### src/rtl/nibble_deserializer_pkg.sv
// Shared types for the nibble deserializer: FSM state encoding and counter width.
// Optional parity frame support is selected with NIBBLE_DESER_PARITY_EN.
package nibble_deserializer_pkg;

    localparam int ND_CNT_W = 3;

    typedef enum logic [1:0] {
        ND_IDLE  = 2'd0,
        ND_SHIFT = 2'd1,
        ND_PAR   = 2'd2,
        ND_FULL  = 2'd3
    } nd_state_e;

endpackage

### src/rtl/nibble_deserializer_if.sv
// Bit-strobe input and word handshake bundle of the nibble deserializer.
// Optional parity frame support is selected with NIBBLE_DESER_PARITY_EN.
interface nibble_deserializer_if #(
    parameter int WIDTH = 4
);
    logic             EN;
    logic             SI;
    logic             START;
    logic             RDY;
    logic [WIDTH-1:0] O;
    logic             VALID;
    logic             OVF;
    logic             PERR;

    modport master (
        output EN, SI, START, RDY,
        input  O, VALID, OVF, PERR
    );

    modport slave (
        input  EN, SI, START, RDY,
        output O, VALID, OVF, PERR
    );
endinterface

### src/rtl/nibble_deserializer_bit_counter.sv
// Frame bit counter for the nibble deserializer, clocked on the falling edge of C.
// Optional parity frame support is selected with NIBBLE_DESER_PARITY_EN.
module deser_bit_counter
    import nibble_deserializer_pkg::*;
#(
    parameter int WIDTH = 4
) (
    input  logic C,
    input  logic CLR,
    input  logic i_load,
    input  logic i_inc,
    output logic o_last
);
    logic [ND_CNT_W-1:0] r_cnt;

    always_ff @(negedge C) begin
        if (CLR) begin
            r_cnt <= '0;
        end else if (i_load) begin
            r_cnt <= ND_CNT_W'(1);
        end else if (i_inc) begin
            r_cnt <= r_cnt + 1'b1;
        end
    end

    // Flag the bit before WIDTH so WIDTH=8 still fits a 3-bit count.
    assign o_last = (r_cnt == ND_CNT_W'(WIDTH - 1));
endmodule

### src/rtl/nibble_deserializer.sv
// LSB-first serial-to-word deserializer with VALID/RDY output and sticky overrun.
// Define NIBBLE_DESER_PARITY_EN to append an even-parity bit to each frame.
module nibble_deserializer
    import nibble_deserializer_pkg::*;
#(
    parameter int WIDTH = 4
) (
    input  logic C,
    input  logic CLR,
    nibble_deserializer_if.slave bus
);
`ifdef NIBBLE_DESER_PARITY_EN
    localparam nd_state_e ND_DONE = ND_PAR;
`else
    localparam nd_state_e ND_DONE = ND_FULL;
`endif

    nd_state_e        r_state;
    nd_state_e        w_next;
    logic [WIDTH-1:0] r_data;
    logic             r_ovf;
    logic             w_start;
    logic             w_bit;
    logic             w_last;
    logic             w_load;
    logic             w_shift;
    logic             w_ovf_set;
    logic             w_valid;

    assign w_start = bus.EN & bus.START;
    assign w_bit   = bus.EN & ~bus.START;

    deser_bit_counter #(.WIDTH(WIDTH)) u_cnt (
        .C      (C),
        .CLR    (CLR),
        .i_load (w_load),
        .i_inc  (w_shift),
        .o_last (w_last)
    );

    always_ff @(negedge C) begin
        if (CLR) r_state <= ND_IDLE;
        else     r_state <= w_next;
    end

    always_comb begin
        w_next = r_state;
        unique case (r_state)
            ND_IDLE:  if (w_start) w_next = ND_SHIFT;
            ND_SHIFT: if (w_bit && w_last) w_next = ND_DONE;
            ND_PAR:   if (bus.EN) w_next = ND_FULL;
            ND_FULL:  if (bus.RDY) w_next = w_start ? ND_SHIFT : ND_IDLE;
            default:  w_next = ND_IDLE;
        endcase
    end

`ifdef NIBBLE_DESER_PARITY_EN
    logic w_par_ld;
`endif

    always_comb begin
        w_load    = 1'b0;
        w_shift   = 1'b0;
        w_ovf_set = 1'b0;
        w_valid   = 1'b0;
`ifdef NIBBLE_DESER_PARITY_EN
        w_par_ld  = 1'b0;
`endif
        unique case (r_state)
            ND_IDLE: w_load = w_start;
            ND_SHIFT: begin
                w_load  = w_start;
                w_shift = w_bit;
            end
            ND_PAR: begin
`ifdef NIBBLE_DESER_PARITY_EN
                w_par_ld = bus.EN;
`endif
            end
            ND_FULL: begin
                w_valid   = 1'b1;
                w_load    = bus.RDY & w_start;
                w_ovf_set = ~bus.RDY & w_start;
            end
            default: ;
        endcase
    end

    always_ff @(negedge C) begin
        if (CLR) begin
            r_data <= '0;
            r_ovf  <= 1'b0;
        end else begin
            if (w_load)
                r_data <= {bus.SI, {(WIDTH-1){1'b0}}};
            else if (w_shift)
                r_data <= {bus.SI, r_data[WIDTH-1:1]};
            if (w_ovf_set)
                r_ovf <= 1'b1;
        end
    end

`ifdef NIBBLE_DESER_PARITY_EN
    logic r_perr;

    always_ff @(negedge C) begin
        if (CLR)           r_perr <= 1'b0;
        else if (w_load)   r_perr <= 1'b0;
        else if (w_par_ld) r_perr <= ^{r_data, bus.SI};
    end

    assign bus.PERR = r_perr;
`else
    assign bus.PERR = 1'b0;
`endif

    assign bus.O     = r_data;
    assign bus.VALID = w_valid;
    assign bus.OVF   = r_ovf;
endmodule

### src/flat_wrapper.sv
// flat-port wrapper written by rule: the top's interface ports become plain ports
module nibble_deserializer_flat import nibble_deserializer_pkg::*;
#(
    parameter int WIDTH = 4
)
  (C, CLR, bus_EN, bus_SI, bus_START, bus_RDY, bus_O, bus_VALID, bus_OVF, bus_PERR);
  nibble_deserializer_if #(.WIDTH(WIDTH)) bus_i ();
  input  logic C;
  input  logic CLR;
  input wire logic [$bits(bus_i.EN)-1:0] bus_EN;
  input wire logic [$bits(bus_i.SI)-1:0] bus_SI;
  input wire logic [$bits(bus_i.START)-1:0] bus_START;
  input wire logic [$bits(bus_i.RDY)-1:0] bus_RDY;
  output wire logic [$bits(bus_i.O)-1:0] bus_O;
  output wire logic [$bits(bus_i.VALID)-1:0] bus_VALID;
  output wire logic [$bits(bus_i.OVF)-1:0] bus_OVF;
  output wire logic [$bits(bus_i.PERR)-1:0] bus_PERR;
  assign bus_i.EN = bus_EN;
  assign bus_i.SI = bus_SI;
  assign bus_i.START = bus_START;
  assign bus_i.RDY = bus_RDY;
  assign bus_O = bus_i.O;
  assign bus_VALID = bus_i.VALID;
  assign bus_OVF = bus_i.OVF;
  assign bus_PERR = bus_i.PERR;
  nibble_deserializer #(.WIDTH(WIDTH)) u_core (.C(C), .CLR(CLR), .bus(bus_i));
endmodule
### config.mk
export PLATFORM = sky130hd
export DESIGN_NAME = nibble_deserializer_flat
export DESIGN_NICKNAME = d
export VERILOG_FILES = /design/src/rtl/nibble_deserializer_pkg.sv /design/src/rtl/nibble_deserializer_if.sv /design/src/rtl/nibble_deserializer_bit_counter.sv /design/src/rtl/nibble_deserializer.sv /design/src/flat_wrapper.sv
export SDC_FILE = /design/constraint.sdc
export NUM_CORES = 1
export LEC_CHECK = 0
export ABC_CLOCK_PERIOD_IN_PS = 1900
export BUFFER_PORTS_ARGS = -buffer_cell sky130_fd_sc_hd__buf_2
export CAP_MARGIN = 20
export CORE_MARGIN = 5
export CORE_UTILIZATION = 25
export DETAILED_ROUTE_END_ITERATION = 6
export PLACE_DENSITY_LB_ADDON = 0.2
export SLEW_MARGIN = 20
export SYNTH_ARGS = -nofsm -noshare
export SYNTH_HDL_FRONTEND = slang
export SYNTH_SLANG_ARGS = --single-unit
### constraint.sdc
create_clock -name C -period 1.9 [get_ports C]
set_input_delay 0.285 -clock C [delete_from_list [all_inputs] [get_ports C]]
set_output_delay 0.285 -clock C [all_outputs]
set_load 0.02 [all_outputs]
* Word level (Yosys, flattened, before mapping)
Cells that the tools add are included.
** Cells by class
- Add/subtract/negate cells :: 1
- $mul :: 0
- Divide/modulo/power cells :: 0
- Order comparisons :: 0
- Equality and inequality tests :: 8
- Shift-type cells :: 0
- Mux-type cells :: 14
- Bitwise logic cells :: 6
- Reductions and logical operators :: 6
** Operators by type and width (count)
- $mux W2 :: 4
- $mux W4 :: 2
- $pmux W2 S4 :: 1
- $mux W1 :: 6
- $and A1 B1 Y1 :: 4
- $eq A2 B2 Y1 const B :: 2
- $ne A2 B1 Y1 const B :: 2
- $ne A2 B2 Y1 const B :: 2
- $reduce_and A4 Y1 :: 1
- $reduce_or A2 Y1 :: 2
- $add A3 B1 Y3 const B :: 1
- $eq A3 B2 Y1 const B :: 1
- $eq A2 B1 Y1 const B :: 1
- $logic_not A2 Y1 :: 1
- $not A1 Y1 :: 2
- $pmux W1 S2 :: 1
- $reduce_bool A2 Y1 :: 1
- $logic_and A1 B1 Y1 :: 1
** Word-level totals
- Flip-flop bits (word level) :: 10
- Bits in latches :: 0
- Bits in writable memories :: 0
- Bits in read-only memories :: 0
- Bits of input ports :: 6
- Output and inout bits :: 7
- Logic and storage cells :: 41
- Memories :: 0

* Longest topological paths before layout
Gate-level depths: netlist of run 1.
- Word-level depth :: 5
- Depth in mapped cells :: 7
- Gate-level depth less buffers :: 6

* By module
A second synthesis of run 1 with hierarchy kept.
** Second synthesis, totals
- Cells, all modules :: 62
- Area, all modules :: 576.8 µm²
** By module, submodules not included
- nibble_deserializer :: times used 1, cells an instance 48, area each 437.9 µm²
- deser_bit_counter :: times used 1, cells an instance 14, area each 138.9 µm²

==> impl_metrics.json, run 1 <==
{
  "synth.largest_area_cell": "dfxtp_1",
  "cts_buffers": 3,
  "cts.path.max_buffers": 2,
  "core_mm2": 0.00221,
  "insertion_delay_ps": 330,
  "clockRootBuffer": "clkbuf_4",
  "fin_skew_ps": 16.2,
  "crit_start": "u_core.r_state[0]$_SDFFE_NP0P_",
  "finalWeightedCongestion": 0.769,
  "leakage_nw": 0.469,
  "ys_types": 22,
  "drtAntennaViolNets": 0,
  "synth_cells": 60,
  "drt_iter0_drc": 2,
  "setup_viol": 8,
  "fin_util_pct": 42.3,
  "netlist.area_leader.share_pct": 34.5,
  "worstSetupEndpointType": "output port",
  "hp-start": "u_core.bus.OVF$_SDFFE_NP0P_",
  "drc_errors": 0,
  "dr.pass1.iters": 2,
  "whs_path_depth": 2,
  "grt_pass1_wl_mm": 2.15,
  "p_sw_share_pct": 38.4,
  "num_io_pins": 13,
  "fin_area_um2": 935,
  "rsz0062_at_grt": "true",
  "die_area_mm2": 0.00339,
  "synthMuxAreaShare_pct": 12.9,
  "critPathLaunchType": "flop",
  "p_switching_mw": 0.384,
  "synth_top_family_by_area": "adder cells",
  "synthXorXnorAreaFrac_pct": 1.51,
  "diodes": 0,
  "top_layer_used": "met3",
  "power_density_mw_per_mm2": 1070,
  "place.detailed.hpwl_um": 931,
  "grt_max_degree": 9,
  "violations": "setup timing",
  "drive_above_1_share_pct": 45.7,
  "synth_area_um2": 581,
  "grt_antenna_before_repair": 0,
  "yosysSeqAreaShare_pct": 34.5,
  "grt_pass1_vias": 526,
  "synth-seq-cells": 10,
  "required_ps": 1620,
  "hold_path_class": "reg2reg",
  "nets": 109,
  "syn_area_per_cell_um2": 9.68,
  "die_w_um": 58.2,
  "place_area_um2": 733,
  "worstPathMaxFanout": 2,
  "wl_mm": 1.21,
  "synth_adder_area_share_pct": 17.2,
  "syn_nets": 74,
  "clock_sinks": 10,
  "ys.warnings.count": 0,
  "comb_power_share_pct": 48.9,
  "ir_drop_mv": 0.629,
  "outcome": "finished with violations",
  "grt_usage_pct": 8.29,
  "dr_wl_met2_um": 643,
  "cap_violations": 0,
  "cts_tree": "built",
  "critPathArrivalTime_ps": 1900,
  "ff2ff_setup_slack_ps": 170,
  "path_clk_slew_ps": 40,
  "setup_slack_ps": -283,
  "p_int_mw": 0.616,
  "ff2ff_path_depth": 6,
  "port_buffers": 11,
  "syn_to_final_growth_pct": 61.0,
  "die_h_um": 58.2,
  "seq_power_share_pct": 27.9,
  "grt_overflow": 0,
  "min_to": "u_core.bus.OVF$_SDFFE_NP0P_",
  "vias": 513,
  "wl_met3_um": 61,
  "cts_max_level": 1,
  "crit_type": "reg2out",
  "drv_slew": 0,
  "fp-row-count": 17,
  "synth_area_leaders": "dfxtp_1, ha_1, mux2i_1",
  "start_util_pct": 26.2,
  "r2r_start": "u_core.r_state[0]$_SDFFE_NP0P_",
  "hold_violations": 0,
  "yosys.area_share.simple_pct": 15.1,
  "synth-compound-area-share_pct": 12.7,
  "clkPwrFrac_pct": 23.1,
  "viasPerCell": 4.20,
  "m1WireLength_um": 508,
  "r2r_end": "u_core.r_state[0]$_SDFFE_NP0P_",
  "cts_hold_buf": 0,
  "routedWlPerCell_um": 9.94
}
## layer usage
metal	up-vias	track usage, %
met3	0	4.90
met5	-	0
met1	238	9.20
li1	268	-
met2	7	12.6
met4	0	3.97
## repair_timing
item                                    4_1_cts  5_1_grt
buffers inserted                              5        0
pin swaps                                     3        2
cloned                                        0        0
gates resized for setup                      24        6
endpoints found under the setup margin        9       14
## synthesized netlist by cell type, drive strengths merged
master and instances:
nand2 1, dfxtp 10, inv 5, a311oi 1
o31ai 1, mux2 1, a221oi 1, ha 8
nor2 10, mux2i 6, a21oi 2, or3 1
buf 2, nor2b 1, nand3b 2, nand2b 3
xor2 1, a211oi 1, a31oi 1, conb 1
a21o 1
## through the flow
stage | std cells | power [mW] | setup TNS [ps] | setup WS [ps] | hold WS (ps)
floorplan | 60 | 0.630 | -682 | -260 | 469
detailed placement | 104 | 0.743 | -3180 | -424 | 473
global placement | 104 | 0.745 | -3080 | -401 | 465
finish | 122 | 1.00 | -824 | -283 | 468
global route | 122 | 1.10 | -1200 | -333 | 510
CTS | 122 | 1.01 | -896 | -298 | 482
## worst max-delay path by stage
stage                     cells past startpoint                             end
final                                         2                       bus_VALID
after global placement                        4  u_core.r_state[0]$_SDFFE_NP0P_
after detailed placement                      5  u_core.r_state[0]$_SDFFE_NP0P_
after floorplan                               3  u_core.r_state[0]$_SDFFE_NP0P_
after CTS                                     2                       bus_VALID
after global routing                          2                       bus_VALID
## state kept, by name, indices dropped and copies added (netlist names)
signal / flops
u_core.r_state: 2
u_core.bus.O: 4
u_core.bus.OVF: 1
u_core.u_cnt.r_cnt: 3
## power groups by stage
| stage | clock network [mW] | logic, mW | registers [mW] |
|---|---|---|---|
| global placement | 0.0356 | 0.438 | 0.271 |
| floorplan | 0.0356 | 0.321 | 0.273 |
| detailed placement | 0.0356 | 0.438 | 0.270 |
| CTS | 0.248 | 0.481 | 0.278 |
| global route | 0.275 | 0.543 | 0.283 |
| finish | 0.231 | 0.489 | 0.279 |
## layout by cell type, fill, tap and decap left out
cell type,instances
mux2_4,1
mux2i_1,6
clkbuf_4,3
dfxtp_2,7
a311oi_1,1
nor2_1,10
buf_6,10
buf_4,9
nand3b_1,2
clkinvlp_2,1
nor2b_1,1
nand2_2,1
a211oi_4,1
a31oi_1,1
dfxtp_1,3
or3_1,1
buf_2,3
o31ai_2,1
a21oi_2,1
conb_1,1
a221oi_4,1
ha_1,7
ha_4,1
nand2b_1,2
buf_8,1
a21oi_1,1
a21o_1,1
nand2b_4,1
inv_1,14
xor2_2,1
## critical path: stages, from the launching register on
cell,delay (ps)
dfxtp_2,330
ha_4,160
buf_6,120
## cells by family (layout without fill, tap and decap cells)
family	Yosys count	in the layout
compound gates	8	8
xor+xnor	1	1
fa+ha+maj	8	8
buf+inv	7	41
flops	10	10
mux	7	7
other cells	1	1
simple gates	18	18
## area by class of cell
cell class              count  area, um^2
inverters                   4        15.0
multi-input cells          43         400
well taps                  28        35.0
clock buffers               3        22.5
fillers                   237        1280
clock inverters            11        42.5
repair buffers             23         210
flip-flops and latches     10         209
Power figures use the tool's default switching activity.
==> inputs of run 2 (changes only) <==
- CTS_CLUSTER_SIZE: not set -> 25
- PLACE_DENSITY_LB_ADDON: 0.2 -> 0.1
==> run 2 against run 1 <==
Effect of this change:
- the flow still finishes with violations (setup timing)
- cell area fell by 2.1%
- wire length fell by 3.0%
- setup slack improved by 12 ps
- first-iteration DRC count rose by 50%
- non-clock buffer count rose by 1
- utilization fell by 0.90 points
- register-to-register slack improved by 40 ps
- die area did not move
- sequential power barely moved
- clock skew fell by 2.0 ps
==> impl_metrics.json, run 2 (synthesis gave the netlist of run 1 again) <==
{
  "outcome": "finished with violations",
  "critPathLaunchType": "flop",
  "final_cells": 123,
  "worstSetupEndpointType": "output port",
  "required_ps": 1620,
  "setup_viol": 7,
  "violations": "setup timing",
  "grt_max_degree": 8,
  "dr.pass1.iters": 4,
  "clockRootBuffer": "clkbuf_4",
  "grt_overflow": 0,
  "ir_drop_mv": 0.417,
  "diodes": 0,
  "insertion_delay_ps": 330,
  "rsz0062_at_grt": "true",
  "finalWeightedCongestion": 0.669,
  "critPathArrivalTime_ps": 1890,
  "grt_pass1_vias": 537,
  "drv_slew": 0,
  "num_io_pins": 13,
  "worstPathMaxFanout": 2,
  "path_clk_slew_ps": 40,
  "die_w_um": 58.2,
  "place.detailed.hpwl_um": 956,
  "largest_reg_flops": 4,
  "routedWlPerCell_um": 9.57,
  "setup_slack_ps": -271,
  "drc_errors": 0,
  "grt_antenna_before_repair": 0,
  "cts_tree": "built",
  "power_density_mw_per_mm2": 1070,
  "drtAntennaViolNets": 0,
  "cts_buffers": 3,
  "holdWs_ps": 502,
  "fillers": 232,
  "hold_path_class": "reg2reg",
  "layout_common_cells": "inv_1, buf_4, nor2_1",
  "vias": 506,
  "fin_skew_ps": 14.2,
  "cap_violations": 0,
  "cts.path.max_buffers": 2,
  "dp_cells": 106,
  "die_h_um": 58.2,
  "drive_above_1_share_pct": 44.2,
  "leakage_nw": 0.463,
  "cts_max_level": 1,
  "crit_slowest_cell": "dfxtp_2",
  "core_mm2": 0.00221,
  "path_cells": "ha_4 -> buf_6",
  "grt_pass1_wl_mm": 2.16,
  "hold_violations": 0,
  "slowest_delay_ps": 330,
  "fp-row-count": 17,
  "syn_to_final_growth_pct": 57.5,
  "die_area_mm2": 0.00339,
  "drt_iter0_drc": 3,
  "grt_usage_pct": 8.70,
  "port_buffers": 11,
  "crit_type": "reg2out",
  "start_util_pct": 26.2,
  "layout_commonest_cell": "inv_1",
  "viasPerCell": 4.11,
  "wl_mm": 1.18,
  "nets": 110,
  "clock_sinks": 10
}
## run 2: worst paths after layout
kind | start | to | slack, ps | cells after the start
worst max-delay path | u_core.r_state[1]$_SDFFE_NP0P_ | bus_VALID | -270 | 2
worst min-delay path | u_core.u_cnt.r_cnt[2]$_SDFFE_NP0P_ | u_core.u_cnt.r_cnt[2]$_SDFFE_NP0P_ | 500 | 2
worst max register to register | u_core.r_state[0]$_SDFFE_NP0P_ | u_core.r_state[0]$_SDFFE_NP0P_ | 210 | 6
worst min register to register | u_core.u_cnt.r_cnt[2]$_SDFFE_NP0P_ | u_core.u_cnt.r_cnt[2]$_SDFFE_NP0P_ | 500 | 2
## run 2: layout make-up
type / instances / area [um^2] / area share [%]
clock buffers: 3 / 22.5 / 2.46
clock inverters: 11 / 42.5 / 4.65
inverters: 4 / 15.0 / 1.64
multi-input cells: 43 / 384 / 42.0
flip-flops and latches: 10 / 209 / 22.8
well taps: 28 / 35.0 / 3.83
repair buffers: 24 / 206 / 22.6
## run 2: timing repair
action                     in CTS  in global routing
setup buffers                   4                  0
gates resized for setup        23                  2
hold endpoints to repair        0                  0
pin swaps                       3                  0
hold buffers                    0                  0
setup endpoints to repair      13                 11
## run 2: per-layer routing
metal	global-route usage [%]	vias up	routed length, um
met3	6.01	0	40
met2	13.4	3	622
li1	-	269	-
met5	0	-	0
met1	8.92	234	513
met4	4.30	0	0
## run 2: worst max-delay path: cells and delay by family, from the launching register on
family	cells	cell delay, ps
flip-flops	1	330
buffers and inverters	1	120
adder cells (fa/ha/maj)	1	160
## run 2: per-stage QoR
stage	TNS (ps)	utilization [%]	power, mW	cell area, um^2	setup WS (ps)
floorplan	-682	-	0.630	609	-260
global placement	-3140	33.8	0.761	748	-399
detailed placement	-3260	33.8	0.761	748	-408
CTS	-829	41.1	1.00	908	-288
global route	-1220	41.3	1.10	915	-331
finish	-761	41.3	0.978	915	-271
## run 2: power by group
group          leakage (nW)  switching, mW  total, mW  internal (mW)
registers            0.0845         0.0284      0.276          0.248
clock network        0.0671          0.122      0.227          0.104
logic                 0.312          0.220      0.475          0.255
==> inputs of run 3 (changes only) <==
- ABC_CLOCK_PERIOD_IN_PS: 1900 -> not set
- PLACE_DENSITY_LB_ADDON: 0.1 -> 0.05
==> run 3 against run 2 <==
Effect of this change:
- the flow still finishes with violations (setup timing)
- critical path depth stayed put
- cell area up 2.3%
- worst hold slack worse by 37 ps
- power grew 1.6%
- count of clock-buffer cells in the layout did not move
- critical path type unchanged
- largest cell class unchanged
- via count grew 1.4%
==> impl_metrics.json, run 3 (synthesis gave the netlist of run 1 again) <==
{
  "layout_commonest_cell": "inv_1",
  "drt_iter0_drc": 4,
  "setup_slack_ps": -277,
  "grt_usage_pct": 8.02,
  "cts_max_level": 1,
  "vias": 513,
  "grt_use_met3_pct": 4.90,
  "holdWs_ps": 465,
  "violations": "setup timing",
  "finalWeightedCongestion": 0.756,
  "clock_sinks": 10,
  "routedWlPerCell_um": 9.85,
  "fin_area_um2": 936,
  "critPathArrivalTime_ps": 1890,
  "fin_util_pct": 42.3,
  "fin_skew_ps": 8.39,
  "grt_overflow": 0,
  "r2r_start": "u_core.r_state[0]$_SDFFE_NP0P_",
  "dp_slack_ps": -406,
  "worstPathMaxFanout": 2,
  "setup_viol": 8,
  "die_area_mm2": 0.00339,
  "drc_errors": 0,
  "crit_type": "reg2out",
  "drv_slew": 0,
  "worstSetupEndpointType": "output port",
  "hold_violations": 0,
  "nets": 111,
  "viasPerCell": 4.17,
  "largest_reg_flops": 4,
  "syn_to_final_growth_pct": 61.2,
  "port_buffers": 11,
  "insertion_delay_ps": 330,
  "tns_ps": -817,
  "path_clk_slew_ps": 40,
  "core_mm2": 0.00221,
  "required_ps": 1620,
  "critPathLaunchType": "flop",
  "fp-row-count": 17,
  "grt.met1_usage_pct": 9.21,
  "power_density_mw_per_mm2": 1060,
  "grt_max_degree": 9,
  "start_util_pct": 26.2,
  "leakage_nw": 0.480,
  "place.detailed.hpwl_um": 945,
  "crit_start": "u_core.r_state[0]$_SDFFE_NP0P_",
  "rsz0062_at_grt": "true",
  "num_io_pins": 13,
  "ir_drop_mv": 0.532,
  "hp-start": "u_core.bus.OVF$_SDFFE_NP0P_",
  "grtUsageMet2_pct": 11.3,
  "hold_path_class": "reg2reg",
  "layout_common_cells": "inv_1, buf_4, nor2_1, buf_6",
  "drtAntennaViolNets": 0,
  "cts_buffers": 3,
  "grt_pass1_wl_mm": 2.06,
  "dr.pass1.iters": 3,
  "die_h_um": 58.2,
  "clockRootBuffer": "clkbuf_4",
  "cts_tree": "built",
  "cts.path.max_buffers": 2,
  "place_area_um2": 756,
  "grt_antenna_before_repair": 0,
  "cap_violations": 0,
  "drive_above_1_share_pct": 46.3,
  "die_w_um": 58.2,
  "grt-busiest-layer": "met2",
  "outcome": "finished with violations",
  "grt_pass1_vias": 515,
  "diodes": 0,
  "wl_mm": 1.21
}
==> run 3: metal layers <==
layer,vias up,wire [um]
met5,-,0
met4,0,0
met3,0,51
met2,8,587
met1,236,573
li1,269,-
==> run 3: critical path, cell delays in order (launching register included) <==
cell and delay (ps):
dfxtp_2 330, ha_4 160, buf_6 120
==> run 3: what timing repair did <==
item | in CTS | in global routing
buffers inserted | 4 | 0
pin swaps | 5 | 4
hold buffers | 0 | 0
setup endpoints to repair | 13 | 14
resized for setup | 28 | 2
cloned | 0 | 0
==> run 3: per-stage QoR <==
step	std cells	power, mW
floorplan	60	0.630
global placement	107	0.777
detailed placement	107	0.768
CTS	123	1.01
global route	123	1.09
finish	123	0.993
==> run 3: layout make-up <==
class                      instances  area (um^2)
sequential                        10          209
inverter                           4         15.0
clock buffer                       3         22.5
multi-input combinational         43          395
tap                               28         35.0
timing repair buffer              25          221
fill                             248         1280
clock inverter                    10         37.5
==> run 3: final timing paths <==
kind | to | slack, ps | cells after the start
hold / removal | u_core.bus.OVF$_SDFFE_NP0P_ | 470 | 2
hold reg to reg | u_core.bus.OVF$_SDFFE_NP0P_ | 470 | 2
setup reg to reg | u_core.r_state[0]$_SDFFE_NP0P_ | 190 | 6
setup / recovery | bus_VALID | -280 | 2
==> run 3: where the power goes <==
part | switching, mW | total, mW | internal, mW | leakage, nW
Sequential | 0.0308 | 0.279 | 0.248 | 0.0845
Clock | 0.120 | 0.221 | 0.101 | 0.0671
Combinational | 0.225 | 0.493 | 0.268 | 0.328
